File: src/rtl/decrypt_iter_pkg.sv
// Shared constants, FSM encoding and DES permutation/substitution helpers
// used by the iterative decryption engine.
package decrypt_iter_pkg;

    localparam int N_K = 64;
    localparam int N_B = 64;
    localparam int N_R = 16;

    typedef enum logic [1:0] {
        IDLE = 2'b00,
        RUN  = 2'b01,
        DONE = 2'b10
    } state_t;

    // Tables use the DES convention: entry n names input bit n, bit 1 being the MSB.
    localparam int IP_T [64] = '{
        58, 50, 42, 34, 26, 18, 10, 2, 60, 52, 44, 36, 28, 20, 12, 4,
        62, 54, 46, 38, 30, 22, 14, 6, 64, 56, 48, 40, 32, 24, 16, 8,
        57, 49, 41, 33, 25, 17,  9, 1, 59, 51, 43, 35, 27, 19, 11, 3,
        61, 53, 45, 37, 29, 21, 13, 5, 63, 55, 47, 39, 31, 23, 15, 7};

    localparam int FP_T [64] = '{
        40, 8, 48, 16, 56, 24, 64, 32, 39, 7, 47, 15, 55, 23, 63, 31,
        38, 6, 46, 14, 54, 22, 62, 30, 37, 5, 45, 13, 53, 21, 61, 29,
        36, 4, 44, 12, 52, 20, 60, 28, 35, 3, 43, 11, 51, 19, 59, 27,
        34, 2, 42, 10, 50, 18, 58, 26, 33, 1, 41,  9, 49, 17, 57, 25};

    localparam int PC1_T [56] = '{
        57, 49, 41, 33, 25, 17,  9,  1, 58, 50, 42, 34, 26, 18,
        10,  2, 59, 51, 43, 35, 27, 19, 11,  3, 60, 52, 44, 36,
        63, 55, 47, 39, 31, 23, 15,  7, 62, 54, 46, 38, 30, 22,
        14,  6, 61, 53, 45, 37, 29, 21, 13,  5, 28, 20, 12,  4};

    localparam int PC2_T [48] = '{
        14, 17, 11, 24,  1,  5,  3, 28, 15,  6, 21, 10,
        23, 19, 12,  4, 26,  8, 16,  7, 27, 20, 13,  2,
        41, 52, 31, 37, 47, 55, 30, 40, 51, 45, 33, 48,
        44, 49, 39, 56, 34, 53, 46, 42, 50, 36, 29, 32};

    localparam int E_T [48] = '{
        32,  1,  2,  3,  4,  5,  4,  5,  6,  7,  8,  9,
         8,  9, 10, 11, 12, 13, 12, 13, 14, 15, 16, 17,
        16, 17, 18, 19, 20, 21, 20, 21, 22, 23, 24, 25,
        24, 25, 26, 27, 28, 29, 28, 29, 30, 31, 32,  1};

    localparam int P_T [32] = '{
        16,  7, 20, 21, 29, 12, 28, 17,  1, 15, 23, 26,  5, 18, 31, 10,
         2,  8, 24, 14, 32, 27,  3,  9, 19, 13, 30,  6, 22, 11,  4, 25};

    // Right-rotate amount per decryption round; undoes the encryption shifts in reverse.
    localparam int ROT_T [16] = '{0, 1, 2, 2, 2, 2, 2, 2, 1, 2, 2, 2, 2, 2, 2, 1};

    localparam int SBOX [512] = '{
        14, 4,13, 1, 2,15,11, 8, 3,10, 6,12, 5, 9, 0, 7,  0,15, 7, 4,14, 2,13, 1,10, 6,12,11, 9, 5, 3, 8,
         4, 1,14, 8,13, 6, 2,11,15,12, 9, 7, 3,10, 5, 0, 15,12, 8, 2, 4, 9, 1, 7, 5,11, 3,14,10, 0, 6,13,
        15, 1, 8,14, 6,11, 3, 4, 9, 7, 2,13,12, 0, 5,10,  3,13, 4, 7,15, 2, 8,14,12, 0, 1,10, 6, 9,11, 5,
         0,14, 7,11,10, 4,13, 1, 5, 8,12, 6, 9, 3, 2,15, 13, 8,10, 1, 3,15, 4, 2,11, 6, 7,12, 0, 5,14, 9,
        10, 0, 9,14, 6, 3,15, 5, 1,13,12, 7,11, 4, 2, 8, 13, 7, 0, 9, 3, 4, 6,10, 2, 8, 5,14,12,11,15, 1,
        13, 6, 4, 9, 8,15, 3, 0,11, 1, 2,12, 5,10,14, 7,  1,10,13, 0, 6, 9, 8, 7, 4,15,14, 3,11, 5, 2,12,
         7,13,14, 3, 0, 6, 9,10, 1, 2, 8, 5,11,12, 4,15, 13, 8,11, 5, 6,15, 0, 3, 4, 7, 2,12, 1,10,14, 9,
        10, 6, 9, 0,12,11, 7,13,15, 1, 3,14, 5, 2, 8, 4,  3,15, 0, 6,10, 1,13, 8, 9, 4, 5,11,12, 7, 2,14,
         2,12, 4, 1, 7,10,11, 6, 8, 5, 3,15,13, 0,14, 9, 14,11, 2,12, 4, 7,13, 1, 5, 0,15,10, 3, 9, 8, 6,
         4, 2, 1,11,10,13, 7, 8,15, 9,12, 5, 6, 3, 0,14, 11, 8,12, 7, 1,14, 2,13, 6,15, 0, 9,10, 4, 5, 3,
        12, 1,10,15, 9, 2, 6, 8, 0,13, 3, 4,14, 7, 5,11, 10,15, 4, 2, 7,12, 9, 5, 6, 1,13,14, 0,11, 3, 8,
         9,14,15, 5, 2, 8,12, 3, 7, 0, 4,10, 1,13,11, 6,  4, 3, 2,12, 9, 5,15,10,11,14, 1, 7, 6, 0, 8,13,
         4,11, 2,14,15, 0, 8,13, 3,12, 9, 7, 5,10, 6, 1, 13, 0,11, 7, 4, 9, 1,10,14, 3, 5,12, 2,15, 8, 6,
         1, 4,11,13,12, 3, 7,14,10,15, 6, 8, 0, 5, 9, 2,  6,11,13, 8, 1, 4,10, 7, 9, 5, 0,15,14, 2, 3,12,
        13, 2, 8, 4, 6,15,11, 1,10, 9, 3,14, 5, 0,12, 7,  1,15,13, 8,10, 3, 7, 4,12, 5, 6,11, 0,14, 9, 2,
         7,11, 4, 1, 9,12,14, 2, 0, 6,10,13,15, 3, 5, 8,  2, 1,14, 7, 4,10, 8,13,15,12, 9, 0, 3, 5, 6,11};

    function automatic logic [63:0] perm_ip(input logic [63:0] x);
        logic [63:0] y;
        y = '0;
        for (int i = 0; i < 64; i++) y[6'(63 - i)] = x[6'(64 - IP_T[i])];
        return y;
    endfunction

    function automatic logic [63:0] perm_fp(input logic [63:0] x);
        logic [63:0] y;
        y = '0;
        for (int i = 0; i < 64; i++) y[6'(63 - i)] = x[6'(64 - FP_T[i])];
        return y;
    endfunction

    function automatic logic [55:0] perm_pc1(input logic [63:0] x);
        logic [55:0] y;
        y = '0;
        for (int i = 0; i < 56; i++) y[6'(55 - i)] = x[6'(64 - PC1_T[i])];
        return y;
    endfunction

    function automatic logic [47:0] perm_pc2(input logic [55:0] x);
        logic [47:0] y;
        y = '0;
        for (int i = 0; i < 48; i++) y[6'(47 - i)] = x[6'(56 - PC2_T[i])];
        return y;
    endfunction

    function automatic logic [31:0] feistel(input logic [31:0] r, input logic [47:0] k);
        logic [47:0] e;
        logic [5:0]  six;
        logic [31:0] s;
        logic [31:0] p;
        e = '0;
        for (int i = 0; i < 48; i++) e[6'(47 - i)] = r[5'(32 - E_T[i])];
        e = e ^ k;
        s = '0;
        for (int b = 0; b < 8; b++) begin
            six = e[6'(47 - 6 * b) -: 6];
            s[5'(31 - 4 * b) -: 4] = 4'(SBOX[9'(64 * b + 16 * int'({six[5], six[0]}) + int'(six[4:1]))]);
        end
        p = '0;
        for (int i = 0; i < 32; i++) p[5'(31 - i)] = s[5'(32 - P_T[i])];
        return p;
    endfunction

    function automatic logic [27:0] rotr28(input logic [27:0] x, input int n);
        logic [55:0] d;
        d = {x, x} >> n;
        return d[27:0];
    endfunction

endpackage

File: src/rtl/decrypt_iter_if.sv
// Request/acknowledge bus carrying key and ciphertext in, plaintext out.
interface decrypt_iter_if;
    import decrypt_iter_pkg::*;

    logic           req;
    logic           ack;
    logic [N_K-1:0] k;
    logic [N_B-1:0] c;
    logic [N_B-1:0] m;

    modport master (output req, output k, output c, input ack, input m);
    modport slave  (input req, input k, input c, output ack, output m);
endinterface

File: src/rtl/decrypt_iter_key_schedule_dec.sv
// One step of the decryption key schedule: rotate both 28-bit halves right,
// then compress with PC2 to form the round subkey.
module key_schedule_dec
    import decrypt_iter_pkg::*;
(
    output logic [55:0] k_out,
    output logic [47:0] rk,
    input  logic [55:0] k_in,
    input  logic [3:0]  i
);

    assign k_out = {rotr28(k_in[55:28], ROT_T[i]), rotr28(k_in[27:0], ROT_T[i])};
    assign rk    = perm_pc2(k_out);

endmodule

File: src/rtl/decrypt_iter.sv
// Iterative DES decryptor: one Feistel round per clock over a shared datapath,
// 4-phase req/ack handshake, registered plaintext.
module decrypt_iter
    import decrypt_iter_pkg::*;
(
    input  logic          clk,
    input  logic          rst,
    decrypt_iter_if.slave bus
);

    localparam logic [3:0] LAST_ROUND = 4'(N_R - 1);

    state_t      r_state;
    state_t      w_nextState;
    logic [3:0]  r_ctr;
    logic [31:0] r_l;
    logic [31:0] r_r;
    logic [55:0] r_cd;
    logic [63:0] r_m;
    logic        r_ack;

    logic [55:0] w_cdNext;
    logic [47:0] w_subkey;
    logic [31:0] w_lNext;
    logic [31:0] w_rNext;
    logic [63:0] w_ip;

    // PC1 of the key is already C16D16, so the first round needs no rotation.
    key_schedule_dec u_keySchedule (
        .k_out (w_cdNext),
        .rk    (w_subkey),
        .k_in  (r_cd),
        .i     (r_ctr)
    );

    assign w_ip    = perm_ip(bus.c);
    assign w_lNext = r_r;
    assign w_rNext = r_l ^ feistel(r_r, w_subkey);

    assign bus.ack = r_ack;
    assign bus.m   = r_m;

    always_comb begin
        w_nextState = r_state;
        unique case (r_state)
            IDLE:    if (bus.req) w_nextState = RUN;
            RUN:     if (r_ctr == LAST_ROUND) w_nextState = DONE;
            DONE:    if (!bus.req) w_nextState = IDLE;
            default: w_nextState = IDLE;
        endcase
    end

    always_ff @(posedge clk or posedge rst) begin
        if (rst) begin
            r_state <= IDLE;
            r_ctr   <= '0;
            r_l     <= '0;
            r_r     <= '0;
            r_cd    <= '0;
            r_m     <= '0;
            r_ack   <= 1'b0;
        end else begin
            r_state <= w_nextState;
            case (r_state)
                IDLE: begin
                    if (bus.req) begin
                        {r_l, r_r} <= w_ip;
                        r_cd       <= perm_pc1(bus.k);
                        r_ctr      <= '0;
                    end
                end
                RUN: begin
                    r_l   <= w_lNext;
                    r_r   <= w_rNext;
                    r_cd  <= w_cdNext;
                    r_ctr <= r_ctr + 4'd1;
                    // Final round: halves swap back before the inverse permutation.
                    if (r_ctr == LAST_ROUND) begin
                        r_m   <= perm_fp({w_rNext, w_lNext});
                        r_ack <= 1'b1;
                        r_ctr <= '0;
                    end
                end
                DONE: begin
                    if (!bus.req) r_ack <= 1'b0;
                end
                default: ;
            endcase
        end
    end

endmodule
File: src/flat_wrapper.sv
// flat-port wrapper written by rule: the top's interface ports become plain ports
module decrypt_iter_flat import decrypt_iter_pkg::*;
  (clk, rst, bus_req, bus_k, bus_c, bus_ack, bus_m);
  decrypt_iter_if bus_i ();
  input  logic clk;
  input  logic rst;
  input wire logic [$bits(bus_i.req)-1:0] bus_req;
  input wire logic [$bits(bus_i.k)-1:0] bus_k;
  input wire logic [$bits(bus_i.c)-1:0] bus_c;
  output wire logic [$bits(bus_i.ack)-1:0] bus_ack;
  output wire logic [$bits(bus_i.m)-1:0] bus_m;
  assign bus_i.req = bus_req;
  assign bus_i.k = bus_k;
  assign bus_i.c = bus_c;
  assign bus_ack = bus_i.ack;
  assign bus_m = bus_i.m;
  decrypt_iter u_core (.clk(clk), .rst(rst), .bus(bus_i));
endmodule
File: config.mk
export PLATFORM = sky130hd
export DESIGN_NAME = decrypt_iter_flat
export DESIGN_NICKNAME = d
export VERILOG_FILES = /design/src/rtl/decrypt_iter_pkg.sv /design/src/rtl/decrypt_iter_if.sv /design/src/rtl/decrypt_iter_key_schedule_dec.sv /design/src/rtl/decrypt_iter.sv /design/src/flat_wrapper.sv
export SDC_FILE = /design/constraint.sdc
export NUM_CORES = 1
export LEC_CHECK = 0
export CAP_MARGIN = 40
export CORE_MARGIN = 2
export CORE_UTILIZATION = 40
export CTS_CLUSTER_DIAMETER = 30
export DETAILED_ROUTE_END_ITERATION = 10
export PLACE_DENSITY = 0.74
export SETUP_SLACK_MARGIN = 0.5
export SLEW_MARGIN = 20
export SYNTH_ARGS = -nofsm -noshare
export SYNTH_HDL_FRONTEND = slang
export SYNTH_HIERARCHICAL = 1
export SYNTH_SLANG_ARGS = --single-unit
File: constraint.sdc
create_clock -name clk -period 3.4 [get_ports clk]
set_input_delay 0.51 -clock clk [delete_from_list [all_inputs] [get_ports clk]]
set_output_delay 0.51 -clock clk [all_outputs]
set_load 0.05 [all_outputs]
Word level (Yosys, flattened, before mapping)
Memories as Yosys holds them, arrays and structs flattened.
Cells that the tools add are included.

storage, ports and cells
  memories kept = 5
  bits in read-only memories = 66048
  input port bits = 131
  RAM bits = 0
  flip-flop bits (word level) = 143
  output and inout bits = 65
  latch bits = 0

operators by class
  $lt $le $gt $ge = 5
  multiplexer cells = 26
  divide/modulo/power cells = 0
  reductions and logical operators = 7
  shift-type cells = 2
  bitwise logic cells = 7
  add/subtract/negate cells = 9
  multipliers = 0
  equality and inequality tests = 6

memories
  name              depth  bits a word  rd ports  clocked after Yosys merged registers in  write ports  line                                 text
  (name not given)  512    32           1         0                                        0            decrypt_iter_pkg.sv:110              s[5'(31 - 4 * b) -: 4] = 4'(SBOX[9'(64 * b + 16 * int'({six[5], six[0]}) + int'(six[4:1]))]);
  (name not given)  512    32           1         0                                        0            decrypt_iter_pkg.sv:110
  (name not given)  512    32           1         0                                        0            decrypt_iter_pkg.sv:110
  (name not given)  512    32           1         0                                        0            decrypt_iter_pkg.sv:110
  (name not given)  16     32           1         0                                        0            decrypt_iter_key_schedule_dec.sv:12  assign k_out = {rotr28(k_in[55:28], ROT_T[i]), rotr28(k_in[27:0], ROT_T[i])};

operators with widths
  kind                                                   count
  two-way mux 32 bit                                     4
  case mux 32 bit (2 select lines)                       2
  case mux 56 bit (2 select lines)                       1
  right shift 56 x 32 -> 28 bit                          2
  two-way mux 56 bit                                     1
  >= comparator 9 x 10 -> 1 bit (second input constant)  4
  adder 9 x 5 -> 9 bit                                   4
  adder 9 x 6 -> 9 bit (first input constant)            4
  NOT 9 bit                                              4
  bitwise XOR 32 x 16 -> 32 bit                          1
  bitwise XOR 24 bit                                     1
  two-way mux 4 bit                                      4
  two-way mux 3 bit                                      4
  two-way mux 2 bit                                      5
  case mux 4 bit (2 select lines)                        1
  case mux 2 bit (3 select lines)                        1
  AND reduction 3 bit                                    2
  >= comparator 5 bit (second input constant)            1
  NOT 4 -> 5 bit                                         1
  adder 4 x 1 -> 4 bit (second input constant)           1
  == test 4 bit (second input constant)                  1
  != test 2 bit (second input constant)                  2
  AND reduction 2 bit                                    2
  nonzero test 2 bit                                     2
  6 further kinds                                        7

Logic depth before layout (Yosys ltp)
  word-level depth = 14
  mapped depth = 16
  gate-level depth less buffers = 13

By module
The synthesis kept the hierarchy.

by module, submodules not included
  module            area an instance (µm²)  times used  cells each
  decrypt_iter      6014.5                  1           536
  key_schedule_dec  1615.3                  1           178

Worst setup path after synthesis
No wires, ideal clock.

  path kind = reg-to-reg
  start point = register u_core.r_ctr[3]
  end point = register u_core.r_r[0]
  buffers on the path = 3
  slack = -0.292 ns
  stages on the path, launching flop included = 13
  arrival = 3.565 ns
  cell sequence = dfrtp_1 a211o_1 nand2_1 buf_4 buf_2 mux2i_1 buf_4 xor2_2 ha_1 mux4_1 a2111oi_2 a2111oi_0 a311o_1

RTL lines
  what                                                    line                                 text
  start, declared                                         decrypt_iter.sv:15                   logic [3:0] r_ctr;
  start signal, assigned                                  decrypt_iter.sv:76                   r_ctr <= r_ctr + 4'd1;
  NOT 4 -> 5 bit (implied by the code)                    decrypt_iter_key_schedule_dec.sv:12
  memory read (16 x 32 bit)                               -
  two-way mux 32 bit (implied by the code) (2 in series)  decrypt_iter_key_schedule_dec.sv:12
  right shift 56 x 32 -> 28 bit                           decrypt_iter_pkg.sv:119              d = {x, x} >> n;
  net u_core.w_cdNext[0]                                  decrypt_iter.sv:22                   logic [55:0] w_cdNext;
  bitwise XOR 24 bit                                      decrypt_iter_pkg.sv:106              e = e ^ k;
  adder 9 x 5 -> 9 bit                                    decrypt_iter_pkg.sv:110
  NOT 9 bit (implied by the code)                         decrypt_iter_pkg.sv:110
  memory read (512 x 32 bit)                              -
  two-way mux 4 bit (implied by the code) (2 in series)   decrypt_iter_pkg.sv:110
  bitwise XOR 32 x 16 -> 32 bit                           decrypt_iter.sv:38                   assign w_rNext = r_l ^ feistel(r_r, w_subkey);
  case mux 32 bit (2 select lines)                        decrypt_iter.sv:64                   case (r_state)
  end signal, assigned                                    decrypt_iter.sv:67                   {r_l, r_r} <= w_ip;
  end signal, assigned                                    decrypt_iter.sv:74                   r_r <= w_rNext;
  end, declared                                           decrypt_iter.sv:17                   logic [31:0] r_r;

The timed path passes the listed nets, and every way through them passes these cells. The select of a mux whose other input is x is not followed.
A chain may end at the register's enable or synchronous reset.

Final worst setup path
Ends and elaborated chain as after synthesis.

==> impl_metrics.tcl <==
set metrics [dict create \
    detail-route-antenna-nets 0 \
    clock_skew_ns 0.00691 \
    tightest_slew_ns 0.785 \
    postCtsHoldBufs 0 \
    violations "setup timing" \
    rrSetupSlack_ns -0.02 \
    viasPerCell 5.31 \
    via_count 4404 \
    clkSinkCount 86 \
    critPathMaxStageDelay_ns 0.47 \
    rows 44 \
    core-area_sq_mm 0.0144 \
    io_pins 196 \
    antenna_cells 0 \
    antenna_found_initial 0 \
    cpMaxStageDelayCell "mux4_2" \
    cts_htree_levels 3 \
    critPathBufInv 3 \
    synthToLayoutAreaGrowth_pct 25.8 \
    wire_per_inst_um 17.1 \
    power_density_mw_per_mm2 1330 \
    track_usage_pct 17.9 \
    cts_root_buf "clkbuf_16" \
    pre_cts_ws_ns -0.249 \
    wl_um 14100 \
    worstSetupEndpointType "flop" \
    final_cells 829 \
    fin_util_pct 51.1 \
    die_w_um 125 \
    worst_slack_ns -0.0195 \
    ys_warn_count 6 \
    drtPass1Iterations 4 \
    synthCells 564 \
    rsz0062_at_grt "true" \
    leakage_nw 3.41 \
    io_buffer_count 47 \
    cp_top_family "compound AO/OA/AOI/OAI gates" \
    hp-class "flop to flop" \
    arrival_ns 3.64 \
    die_h_um 125 \
    peakVddDrop_mv 0.559 \
    avgSynthCellArea_sq_um 10.4 \
    gp_congestion 0.871 \
    drive_above_1_share_pct 28.1 \
    crit_chain "xnor2_2, o31a_4, buf_6, mux2i_2, mux2i_1, buf_4, xor2_4, inv_2, ha_2, mux4_2, a2111oi_4, a2111oi_2, a311o_1" \
    cp_max_fo 6 \
    finish.instance_area_sq_mm 0.00737 \
    fmax_ghz 0.292 \
    nets 791 \
    die_area_sq_mm 0.0156 \
    cts_tree "done" \
    hold_viol 0 \
    power_w 0.00983 \
    cap_viol_max_count 0 \
    regArea_sq_mm 0.00215 \
    cp_data_required_time_ns 3.62 \
    clkTransAtPathRegs_ns 0.07 \
    clock_latency_ns 0.34 \
    setup_viol 2 \
    multi_input_area_sq_mm 0.00353 \
    status "complete, but fails checks" \
    drt_iter0_drc 289 \
    fill_cells 1246 \
    finalMaxSlewViolations 0 \
    hpwlAfterDp_um 9890 \
    start_util_pct 40.6 \
    drc 0 \
    overflow 0 \
    finalCriticalPeriod_ns 3.42 \
    criticalPathCategory "flop to flop" \
    grt_pass1_wl_um 23100 \
    syn_area_sq_mm 0.00586 \
    maxSlewHeadroom_pct 47.7 \
    grt_max_degree 86 \
    cts_buffer_depth 2 \
    placed_area_sq_mm 0.00659 \
    grt_pass1_vias 4513 \
    startpoint_type "flop" \
    cts_buffers 9 \
    place_inst 790 \
    min_period_over_period_pct 101 \
]
==> state kept, by name, summed over array words and instances (netlist names) <==
register and flops:
u_core/r_ctr 4, u_core/r_cd 28, u_core/bus.ack 1, u_core/r_state 2, u_core/r_l 15, u_core/r_r 20
u_core/bus.m 16
==> routing by layer <==
metal	GRT usage [%]	vias up	share of wire [%]
li1	-	2042	-
met1	23.2	2201	42
met2	30.4	136	51
met3	3.55	25	4.9
met4	5.10	0	2.0
met5	0	-	0
==> placed cells by master, fill, tap and decap left out, types with 7 or more instances in the layout <==
| cell | count |
|---|---|
| dfrtp_1 | 84 |
| mux2i_4 | 8 |
| nor3_1 | 12 |
| clkbuf_16 | 9 |
| mux2i_2 | 8 |
| inv_1 | 10 |
| a22o_1 | 37 |
| nand3_1 | 7 |
| mux2i_1 | 71 |
| o21ai_0 | 33 |
| ha_1 | 15 |
| nor2_1 | 10 |
| buf_4 | 69 |
| xnor2_1 | 9 |
| conb_1 | 48 |
| clkdlybuf4s50_1 | 47 |
| mux2_2 | 20 |
| nand2_1 | 34 |
==> worst paths after layout <==
| check | from | endpoint | depth (start not counted) |
|---|---|---|---|
| max | u_core/r_ctr[3] | u_core/r_r[0] | 13 |
| min | u_core/r_l[20] | u_core/r_r[20] | 2 |
| max reg2reg | u_core/r_ctr[3] | u_core/r_r[0] | 13 |
| min reg2reg | u_core/r_l[20] | u_core/r_r[20] | 2 |
| max in group asynchronous | rst | u_core/r_r[13] | 3 |
| min in group asynchronous | rst | u_core/r_r[20] | 2 |
==> cell type report <==
cell class	instances	area share (%)
Timing Repair Buffer	125	14.9
Clock buffer	9	3.05
Sequential cell	86	29.2
Clock inverter	7	0.781
Multi-Input combinational cell	400	47.9
Tap cell	184	3.12
Inverter	18	0.967
==> timing repair <==
item,in CTS,in global routing
pin swaps,8,8
setup endpoints to repair,7,7
setup buffers,16,7
gates resized for setup,34,32
==> worst reg2reg max path: cells and delay by family (launching register included) <==
family | cells | cell delay, ns
compound gates | 4 | 1.04
xor+xnor | 2 | 0.40
fa+ha+maj | 1 | 0.18
buf+inv | 3 | 0.42
flops | 1 | 0.44
mux | 3 | 0.81
==> through the flow <==
stage	hold WS [ns]	TNS (ns)
finish	0.493	-0.0279
global route	0.522	-0.344
CTS	0.493	-0.0655
detailed placement	0.469	-1.02
global placement	0.467	-0.467
floorplan	0.451	0
==> power breakdown <==
part | leakage (nW) | switching (W) | internal, W | total, W
combinational | 2.17 | 0.00353 | 0.00355 | 0.00707
sequential | 1.11 | 0.000410 | 0.00141 | 0.00182
clock | 0.134 | 0.000436 | 0.000505 | 0.000941
total | 3.41 | 0.00437 | 0.00546 | 0.00983
No activity file was read; power rests on OpenSTA's default activity.
